### config.mk
export PLATFORM = sky130hd
export DESIGN_NAME = serial_subtractor
export DESIGN_NICKNAME = d
export VERILOG_FILES = /design/src/rtl/serial_subtractor.sv
export SDC_FILE = /design/constraint.sdc
export NUM_CORES = 1
export LEC_CHECK = 0
export ABC_CLOCK_PERIOD_IN_PS = 1800
export CORE_ASPECT_RATIO = 1.2
export CORE_MARGIN = 4
export CORE_UTILIZATION = 45
export DETAILED_ROUTE_END_ITERATION = 8
export HOLD_SLACK_MARGIN = 0.03
export PLACE_DENSITY = 0.69
export SLEW_MARGIN = 0
export SYNTH_ARGS = -nofsm -noshare
export SYNTH_HDL_FRONTEND = slang
export SYNTH_SLANG_ARGS = --single-unit
### constraint.sdc
create_clock -name clk -period 1.8 [get_ports clk]
set_clock_uncertainty 0.05 [all_clocks]
set_input_delay 0.18 -clock clk [delete_from_list [all_inputs] [get_ports clk]]
set_output_delay 0.18 -clock clk [all_outputs]
set_load 0.01 [all_outputs]
### src/rtl/serial_subtractor.sv
// ---------------------------------------------------------------------------
// serial_subtractor
//
// Bit-serial NUM_BITS-wide subtractor: diff = a - b, one bit per clock, LSB
// first, using a single registered borrow. A start pulse in IDLE captures the
// operands. NUM_BITS RUN cycles follow, then a one-cycle DONE pulse presents
// the registered result.
//
// Parameters:
//   NUM_BITS    operand/result width, legal range 2..32
//
// Ports:
//   clk         system clock, rising edge
//   rst         asynchronous active-high reset
//   start       request; sampled only while IDLE
//   a, b        minuend / subtrahend, captured on the accepted start edge
//   busy        high while the FSM is in RUN
//   done        one-cycle pulse; diff/borrow_out/overflow are valid
//   diff        a - b modulo 2^NUM_BITS (held until the next DONE)
//   borrow_out  1 when unsigned a < b (held until the next DONE)
//   overflow    two's-complement overflow of a - b (held until the next DONE)
//
// Optional build macro:
//   SERIAL_SUB_SIGNED_OVF_EN  when defined, overflow reports signed overflow;
//                             otherwise it is tied to 0 and has no flop.
// ---------------------------------------------------------------------------
module serial_subtractor #(
    parameter int NUM_BITS = 8
) (
    input  logic                clk,
    input  logic                rst,
    input  logic                start,
    input  logic [NUM_BITS-1:0] a,
    input  logic [NUM_BITS-1:0] b,
    output logic                busy,
    output logic                done,
    output logic [NUM_BITS-1:0] diff,
    output logic                borrow_out,
    output logic                overflow
);

    localparam int CNT_W = $clog2(NUM_BITS);
    localparam logic [CNT_W-1:0] LAST_BIT = CNT_W'(NUM_BITS - 1);

    typedef enum logic [1:0] {
        S_IDLE = 2'd0,
        S_RUN  = 2'd1,
        S_DONE = 2'd2
    } state_t;

    state_t                state_q,      state_d;
    logic [NUM_BITS-1:0]   a_sr_q,       a_sr_d;
    logic [NUM_BITS-1:0]   b_sr_q,       b_sr_d;
    // Only NUM_BITS-1 result bits need storing: the final bit goes straight
    // into diff on the last RUN edge together with these.
    logic [NUM_BITS-2:0]   res_sr_q,     res_sr_d;
    logic                  borrow_q,     borrow_d;
    logic [CNT_W-1:0]      cnt_q,        cnt_d;
    logic [NUM_BITS-1:0]   diff_q,       diff_d;
    logic                  borrow_out_q, borrow_out_d;

    logic                  a0;
    logic                  b0;
    logic                  d_bit;
    logic                  borrow_nxt;
    logic [NUM_BITS-1:0]   res_shifted;

`ifdef SERIAL_SUB_SIGNED_OVF_EN
    logic                  ovf_q, ovf_d;
`endif

    // Full-subtractor cell on the current LSBs
    assign a0          = a_sr_q[0];
    assign b0          = b_sr_q[0];
    assign d_bit       = a0 ^ b0 ^ borrow_q;
    assign borrow_nxt  = (~a0 & b0) | (~(a0 ^ b0) & borrow_q);
    assign res_shifted = {d_bit, res_sr_q};

    // Next-state and datapath
    always_comb begin
        state_d      = state_q;
        a_sr_d       = a_sr_q;
        b_sr_d       = b_sr_q;
        res_sr_d     = res_sr_q;
        borrow_d     = borrow_q;
        cnt_d        = cnt_q;
        diff_d       = diff_q;
        borrow_out_d = borrow_out_q;
`ifdef SERIAL_SUB_SIGNED_OVF_EN
        ovf_d        = ovf_q;
`endif

        case (state_q)
            S_IDLE: begin
                if (start) begin
                    a_sr_d   = a;
                    b_sr_d   = b;
                    borrow_d = 1'b0;
                    cnt_d    = '0;
                    state_d  = S_RUN;
                end
            end

            S_RUN: begin
                a_sr_d   = a_sr_q >> 1;
                b_sr_d   = b_sr_q >> 1;
                res_sr_d = res_shifted[NUM_BITS-1:1];
                borrow_d = borrow_nxt;
                cnt_d    = cnt_q + CNT_W'(1);
                if (cnt_q == LAST_BIT) begin
                    state_d      = S_DONE;
                    diff_d       = res_shifted;
                    borrow_out_d = borrow_nxt;
`ifdef SERIAL_SUB_SIGNED_OVF_EN
                    // a0/b0 are the operand sign bits on this last bit
                    ovf_d        = (a0 ^ b0) & (d_bit ^ a0);
`endif
                end
            end

            S_DONE: begin
                state_d = S_IDLE;
            end

            default: begin
                state_d = S_IDLE;
            end
        endcase
    end

    // State and data registers
    always_ff @(posedge clk or posedge rst) begin
        if (rst) begin
            state_q      <= S_IDLE;
            a_sr_q       <= '0;
            b_sr_q       <= '0;
            res_sr_q     <= '0;
            borrow_q     <= 1'b0;
            cnt_q        <= '0;
            diff_q       <= '0;
            borrow_out_q <= 1'b0;
        end else begin
            state_q      <= state_d;
            a_sr_q       <= a_sr_d;
            b_sr_q       <= b_sr_d;
            res_sr_q     <= res_sr_d;
            borrow_q     <= borrow_d;
            cnt_q        <= cnt_d;
            diff_q       <= diff_d;
            borrow_out_q <= borrow_out_d;
        end
    end

`ifdef SERIAL_SUB_SIGNED_OVF_EN
    always_ff @(posedge clk or posedge rst) begin
        if (rst) begin
            ovf_q <= 1'b0;
        end else begin
            ovf_q <= ovf_d;
        end
    end

    assign overflow = ovf_q;
`else
    assign overflow = 1'b0;
`endif

    assign busy       = (state_q == S_RUN);
    assign done       = (state_q == S_DONE);
    assign diff       = diff_q;
    assign borrow_out = borrow_out_q;

endmodule
==> impl_metrics.ini, run 1 <==
[sta]
hold_viol = 0
max_freq_mhz = 582
maxSlewViolCount = 0
period_minus_slack_ns = 1.72
setup_viol = 0
timing.final.crit_share_pct = 95.4
setup_tns_ns = 0
rsz0062_at_grt = false

[critical_path]
crit_start = state_q[1]
cp_cell_sequence = nor2b_1, clkdlybuf4s50_1
arrival_ns = 1.49
required_ns = 1.57
worst-path-max-fanout = 5
crit_path_top_delay_cell = clkdlybuf4s50_1
r2r-start = cnt_q[0]
endpoint_kind = output port
crit_path_max_incr_delay_ns = 0.56
start_kind = flop
critPathKind = reg -> out

[placed_design]
portBuffers = 29
placed_cell_area_mm2 = 0.00220
place_congestion = 0.720
dp_hpwl_um = 2400

[floorplan]
core.rowCount = 25
core_area_mm2 = 0.00394
initial_core_util_pct = 46.9
die_x_um = 66.5
dieArea_mm2 = 0.00520
fp.dieH_um = 78.2
ios = 31

[grt]
grt_use_total_pct = 14.7
antenna_found_initial = 0
grt_pass1_wl_um = 5910
overflow = 0
grt_max_degree = 39
grt_pass1_vias = 1293

[clock_tree]
htreeDepth = 2
post_cts_buffers = 0
cts_tree = built
clk_pin_slew_ns = 0.07
post_cts_resized = 0
numClockSinks = 38
cts_buffers = 5
clockBufferDepth = 2
cts-hold-fix-buffers = 0
cts_root_buffer = clkbuf_8
clk_latency_ns = 0.28

[finish]
num_antenna_cells = 0
final_nets = 198
drive_above_1_share_pct = 20.9
synthToLayoutAreaGrowth_pct = 25.1
fin_area_mm2 = 0.00231

[routing]
wl_per_cell_um = 14.6
drt_pass1_iterations = 4
ant_nets = 0
via_per_inst = 5.16
wl_um = 3360
vias = 1191
drcViolationCount = 0
drt_iter0_markers = 29

[logic_synthesis]
synth_top_area_cell = dfrtp_1
synth_most_common_cell = dfrtp_1
synth-seq-cells = 38
async_flop_share_pct = 100
synthesis.nets = 164
seq_area_frac_synth_pct = 51.5
syn_area_per_cell_um2 = 13.0
synth_warnings = 0
netlist_area_mm2 = 0.00185
yosysTopAreaCellShare_pct = 51.5
synth-edff-count = 0
synthCells = 142
ys_types = 23
synth.top_cells.by_area = dfrtp_1 51%, mux2_4 7.3%, nor3b_1 6.1%, nor4b_1 4.7%, mux2_1 4.3%
synthTopCellsByCount = 38 x dfrtp_1, 18 x inv_1, 15 x nor3b_1
synth_ff_type = dfrtp_1

[power_and_ir_drop]
p_sw_share_pct = 31.8
combPwrFrac_pct = 41.9
power_frac_clock_pct = 18.3
internal_power_mw = 2.59
ir_drop_uv = 684
leakage_nw = 1.02
sequentialPowerShare_pct = 39.8
power_density_mw_per_mm2 = 1640
switchingPower_mw = 1.21

[status]
status = completed

[min_path]
hold_class = in -> async

[run]
maxCapViolCount = 0
[flip-flops by register name, indices dropped and copies added, names as in the netlist]
| name | cells |
|---|---|
| a_sr_q | 8 |
| b_sr_q | 8 |
| diff | 8 |
| res_sr_q | 7 |
| cnt_q | 3 |
| state_q | 2 |
| borrow_out | 1 |
| borrow_q | 1 |
[placed cells by master (no fill, tap or decap)]
cell type	n
dfrtp_1	38
clkdlybuf4s50_1	29
inv_1	18
nor3b_1	15
nor4b_1	10
buf_4	10
mux2_4	9
a211oi_1	8
mux2_1	7
a211oi_2	6
a22o_1	5
clkbuf_8	5
nor4b_2	4
ha_1	2
clkbuf_1	2
o21bai_1	1
nand3b_1	1
nor2b_4	1
nor2b_1	1
mux2_2	1
a21oi_1	1
fa_1	1
conb_1	1
bufinv_16	1
[critical path: cells and delay by family (launching register included)]
family	cells	cell delay [ns]
and+or+nand+nor	1	0.19
buffers and inverters	1	0.56
DFF	1	0.46
[per-layer routing]
layer,track usage (%),up-vias,routed length [um]
li1,-,567,-
met1,18.0,591,1470
met2,23.8,29,1710
met3,4.58,4,144
met4,5.89,0,36
met5,0,-,0
[stage by stage]
stage | setup WS [ns] | util [%] | hold WS [ns] | std cells | power, mW
after floorplan | 0.342 | - | 0.263 | 142 | 2.62
after global placement | 0.288 | 55.9 | 0.427 | 223 | 3.06
after detailed placement | 0.234 | 55.9 | 0.439 | 223 | 3.16
after CTS | 0.0748 | 58.6 | 0.272 | 231 | 3.87
after global routing | 0.0148 | 58.6 | 0.317 | 231 | 4.11
final | 0.0828 | 58.6 | 0.253 | 231 | 3.80
[cell type report]
type,count,area [um2]
Timing Repair Buffer,39,365
Inverter,18,67.6
Fill cell,345,1630
Multi-Input combinational cell,74,753
Tap cell,54,67.6
Clock inverter,1,30.0
Clock buffer,7,76.3
Sequential cell,38,951
[power groups by stage]
stage	logic [mW]	clock network, mW	registers, mW
after global routing	1.78	0.754	1.57
after detailed placement	1.62	0	1.53
final	1.59	0.695	1.51
after CTS	1.63	0.722	1.52
after global placement	1.55	0	1.51
after floorplan	1.11	0	1.51
[path summary, 6_finish.rpt]
| kind | to | slack [ns] | depth (start not counted) |
|---|---|---|---|
| max in group asynchronous | a_sr_q[7] | 1.12 | 3 |
| min in group clk | a_sr_q[7] | 0.45 | 2 |
| min reg2reg | borrow_q | 0.45 | 1 |
| min | res_sr_q[1] | 0.25 | 3 |
| max reg2reg | borrow_out | 0.24 | 5 |
| max | done | 0.08 | 2 |
[kinds of logic (layout without fill, tap and decap cells)]
group | Yosys count | in the layout | synth area share, %
fa+ha+maj | 3 | 3 | 2.44
flops | 38 | 38 | 51.5
simple gates | 32 | 32 | 15.6
buf+inv | 30 | 65 | 7.72
other cells | 1 | 1 | 0.203
mux | 17 | 17 | 12.2
compound gates | 21 | 21 | 10.4
No activity file was read; power rests on OpenSTA's default activity.
==> run 2, diff against run 1 <==
Settings changed: ABC_CLOCK_PERIOD_IN_PS 1800 to 1400, PLACE_DENSITY 0.69 to 0.72.
Clock period 1.8 ns to 1.4 ns, I/O delays scaled along.
==> run 2 against run 1 <==
  * The run now ends with setup timing left
  * Register-to-register slack worse by 0.34 ns
  * Worst setup slack worse by 0.18 ns
  * Critical endpoint is now diff[1]
  * Via count is 5.0% higher
  * First-iteration DRC count is 21% higher
  * Global-route usage is 1.5 points higher
  * Combinational power is 55% higher
==> impl_metrics.ini, run 2 (synthesis gave the netlist of run 1 again) <==
[critical_path]
required_ns = 1.53
start_kind = flop
endpoint_kind = flop
critPathKind = reg -> reg
worst-path-max-fanout = 10
arrival_ns = 1.63

[sta]
hold_viol = 0
setup_viol = 9
timing.final.crit_share_pct = 107
maxSlewViolCount = 0
whs_ns = 0.149
setup_tns_ns = -0.853
rsz0062_at_grt = true
setup_ws_ns = -0.100
max_freq_mhz = 666
period_minus_slack_ns = 1.50

[grt]
grt_max_degree = 39
antenna_found_initial = 0
grt_use_total_pct = 16.2
overflow = 0
grt_pass1_vias = 1368
grt_pass1_wl_um = 6440

[min_path]
hold_class = in -> async

[finish]
layout_common_cells = 36 x dfrtp_1, 18 x clkdlybuf4s50_1, 17 x inv_1
final_common_cell = dfrtp_1
num_antenna_cells = 0
drive_above_1_share_pct = 39.0
fillerInstances = 316
final_nets = 203
fin_area_mm2 = 0.00264
synthToLayoutAreaGrowth_pct = 43.2

[routing]
ant_nets = 0
drcViolationCount = 0
drt_iter0_markers = 35
drt_pass1_iterations = 4
vias = 1250
wl_per_cell_um = 16.1
via_per_inst = 5.30
wl_um = 3790

[floorplan]
core_area_mm2 = 0.00394
ios = 31
dieArea_mm2 = 0.00520
initial_core_util_pct = 46.9
fp.dieH_um = 78.2
core.rowCount = 25
die_x_um = 66.5

[placed_design]
place_congestion = 0.749
placed_cell_area_mm2 = 0.00226
pre_cts_slack_ns = -0.0948
portBuffers = 29
dp_hpwl_um = 2520

[clock_tree]
htreeDepth = 2
cts_tree = built
cts_root_buffer = clkbuf_8
clk_pin_slew_ns = 0.08
clk_latency_ns = 0.30
clockBufferDepth = 2
numClockSinks = 38
cts_buffers = 5

[power_and_ir_drop]
ir_drop_uv = 873
leakage_nw = 1.21
fin_total_pwr_mw = 5.55
power_density_mw_per_mm2 = 2100

[run]
maxCapViolCount = 0

[status]
status = finished with violations
violations = setup timing
-- run 2: cell count changes in the layout (fill, tap and decap cells not counted), moves of 6 or more --
cell and change:
dlymetal6s2s_1 +6, a211oi_2 +6, a211oi_1 -6, nor4b_1 -9
nor4b_4 +7, clkdlybuf4s50_1 -11
-- run 2: worst paths after layout --
kind	from	end	slack, ns	cells past startpoint
max in group asynchronous	rst	state_q[0]	0.96	3
worst min register to register	res_sr_q[0]	res_sr_q[0]	0.44	1
worst max-delay path	cnt_q[1]	diff[1]	-0.10	5
worst max register to register	cnt_q[1]	diff[1]	-0.10	5
worst min-delay path	rst	res_sr_q[3]	0.15	3
min in group clk	a[7]	a_sr_q[7]	0.40	2
-- run 2: cell type report --
class	instances	area (um2)	share of cell area [%]
Clock buffer	5	68.8	2.60
Clock inverter	3	68.8	2.60
Inverter	18	67.6	2.56
Multi-Input combinational cell	74	960	36.3
Sequential cell	38	953	36.1
Tap cell	54	67.6	2.56
Timing Repair Buffer	44	458	17.3
-- run 2: power breakdown --
part           total [mW]  switching [mW]  leakage (nW)  internal [mW]
combinational        2.46            1.10         0.685           1.37
sequential           1.96           0.327         0.454           1.63
clock                1.12           0.410        0.0683          0.714
total                5.55            1.83          1.21           3.72
-- run 2: what timing repair did --
item | CTS | global route
hold buffers | 0 | 0
setup buffers | 1 | 1
gates resized for setup | 12 | 42
setup endpoints to repair | 15 | 35
gates cloned | 0 | 1
pin swaps | 1 | 7
-- run 2: worst max-delay path, cell delays in order, from the launching register on --
cell      delay, ns
dfrtp_1        0.39
ha_2           0.20
ha_4           0.16
nand3b_1       0.13
buf_12         0.16
mux2_4         0.29
-- run 2: per-layer routing --
| layer | share of wire (%) | track usage [%] | up-vias |
|---|---|---|---|
| met4 | 1.5 | 5.49 | 0 |
| met5 | 0 | 0 | - |
| met1 | 42 | 19.4 | 631 |
| li1 | - | - | 582 |
| met2 | 53 | 27.1 | 31 |
| met3 | 4.0 | 5.29 | 6 |
-- run 2: metrics by stage --
step / util [%] / std cells
2_1_floorplan: - / 142
5_1_grt: 67.1 / 236
3_5_place_dp: 57.3 / 225
6_report: 67.1 / 236
4_1_cts: 61.7 / 234
3_3_place_gp: 57.3 / 225
==> edit, RTL diff (flow settings as in run 2) <==
Change the parameter `NUM_BITS` from 8 to 16.
--- a/src/rtl/serial_subtractor.sv
+++ b/src/rtl/serial_subtractor.sv
@@ -27,3 +27,3 @@
 module serial_subtractor #(
-    parameter int NUM_BITS = 8
+    parameter int NUM_BITS = 16
 ) (
Ports: changed (resized a, b and diff); port bits go from 31 to 55. The function was not compared with the original's and may differ.
==> edit against run 2 <==
The flow still finishes with violations (negative setup slack); sequential share of layout area is 6.2 points higher; power increased by 52%; combinational power increased by 37%; sequential cell count increased by 33; cell count increased by 98%; count of clock-buffer cells in the layout is 6 higher; design area increased by 59%; worst setup slack gained 0.081 ns; routed wire length up 73%; synthesized cell count is 120% higher; synthesized area up 76%; first-iteration DRC count grew to 3.5 times the old value; largest cell class is now flip-flops and latches.
==> edit: results (changes against run 2) <==
* Status: finished with violations
* Violated checks: negative setup slack
* Port Buffers at 53 (+83%)
* Net Count, Synth at 346 (+110%)
* Synth cell types at 34 (+48%)
* Pin count of the biggest net entering global routing at 72 (+85%)
* Detail Route met3 WL at 353 um (+130%)
* DR vias/cell at 5.285 (-0.22%)
* DPL Wire Length at 4.348 mm (+72%)
* Fin worst setup slack at -0.01921 ns (+0.08126 ns)
* Post-CTS Repair Setup Buffers at 0 (-1)
* Total Nets Final at 412 (+100%)
* Final setup viols at 6 (-3)
* Worst reg2reg endpoint: diff[9]$_DFFE_PP0P_
* Post-synthesis sequential area ratio at 0.5462 (+0.03125)
* Inst Count DP at 451 (+100%)
* VDD IR max at 0.9018 mV (+3.3%)
* Ranking of synthesized cells by area: dfrtp_1, a22oi_1, nand2_1
* DR WL/cell at 14.08 um (-12%)
* LEAKAGE at 0.001929 uW (+60%)
* Cell Area, Placed at 4008 um^2 (+77%)
* Worst hold slack at 0.1829 ns (+0.03431 ns)
* Worst skew pair latency at 0.34 ns (+0.04 ns)
* GRT met3 Usage at 0.03580 (-0.01713)
* First-pass GRT wire length at 11.24 mm (+74%)
* Crit path DAT at 1.59 ns (-0.04 ns)
[edit: changes by cell type after synthesis, moves of 7 or more]
| cell | run 2 | this run |
|---|---|---|
| a211oi_1 | 8 | 0 |
| nor2b_1 | 1 | 30 |
| nor3b_1 | 15 | 0 |
| dfrtp_1 | 38 | 71 |
| nand2_1 | 0 | 52 |
| mux2_1 | 7 | 0 |
| a22oi_1 | 0 | 27 |
| a21oi_1 | 1 | 31 |
| nor4b_1 | 10 | 0 |
| o21ai_0 | 0 | 33 |
| inv_1 | 18 | 4 |
[edit: cells by family after synthesis]
| group | Yosys count | share of synthesized area |
|---|---|---|
| adders and majority gates | 2 | 0.01000 |
| DFF | 71 | 0.5462 |
| buffers and inverters | 27 | 0.04538 |
| other | 1 | 0.001153 |
| AOI/OAI and AO/OA | 101 | 0.1858 |
| and+or+nand+nor | 90 | 0.1427 |
| muxes | 17 | 0.06885 |
[edit: timing repair]
action / 4_1_cts / 5_1_grt
endpoints found under the setup margin: 41 / 22
gates cloned: 0 / 0
pin swaps: 1 / 0
gates resized for setup: 31 / 9
[edit: where the power goes]
group	switching, uW	internal (uW)
Combinational	1660	1720
Clock	766	733
Sequential	612	2960
[edit: critical path, delay by kind of cell (launching register included)]
family	cells	cell delay (ns)
and+or+nand+nor	2	0.22
DFF	1	0.40
buffers and inverters	1	0.14
adders and majority gates	1	0.17
muxes	1	0.33
[edit: final cells by class]
type,count,share of cell area
clock buffers,11,0.03595
well taps,87,0.02585
clock inverters,5,0.007724
repair buffers,77,0.1750
multi-input cells,211,0.3280
flip-flops and latches,71,0.4222
inverters,5,0.005348
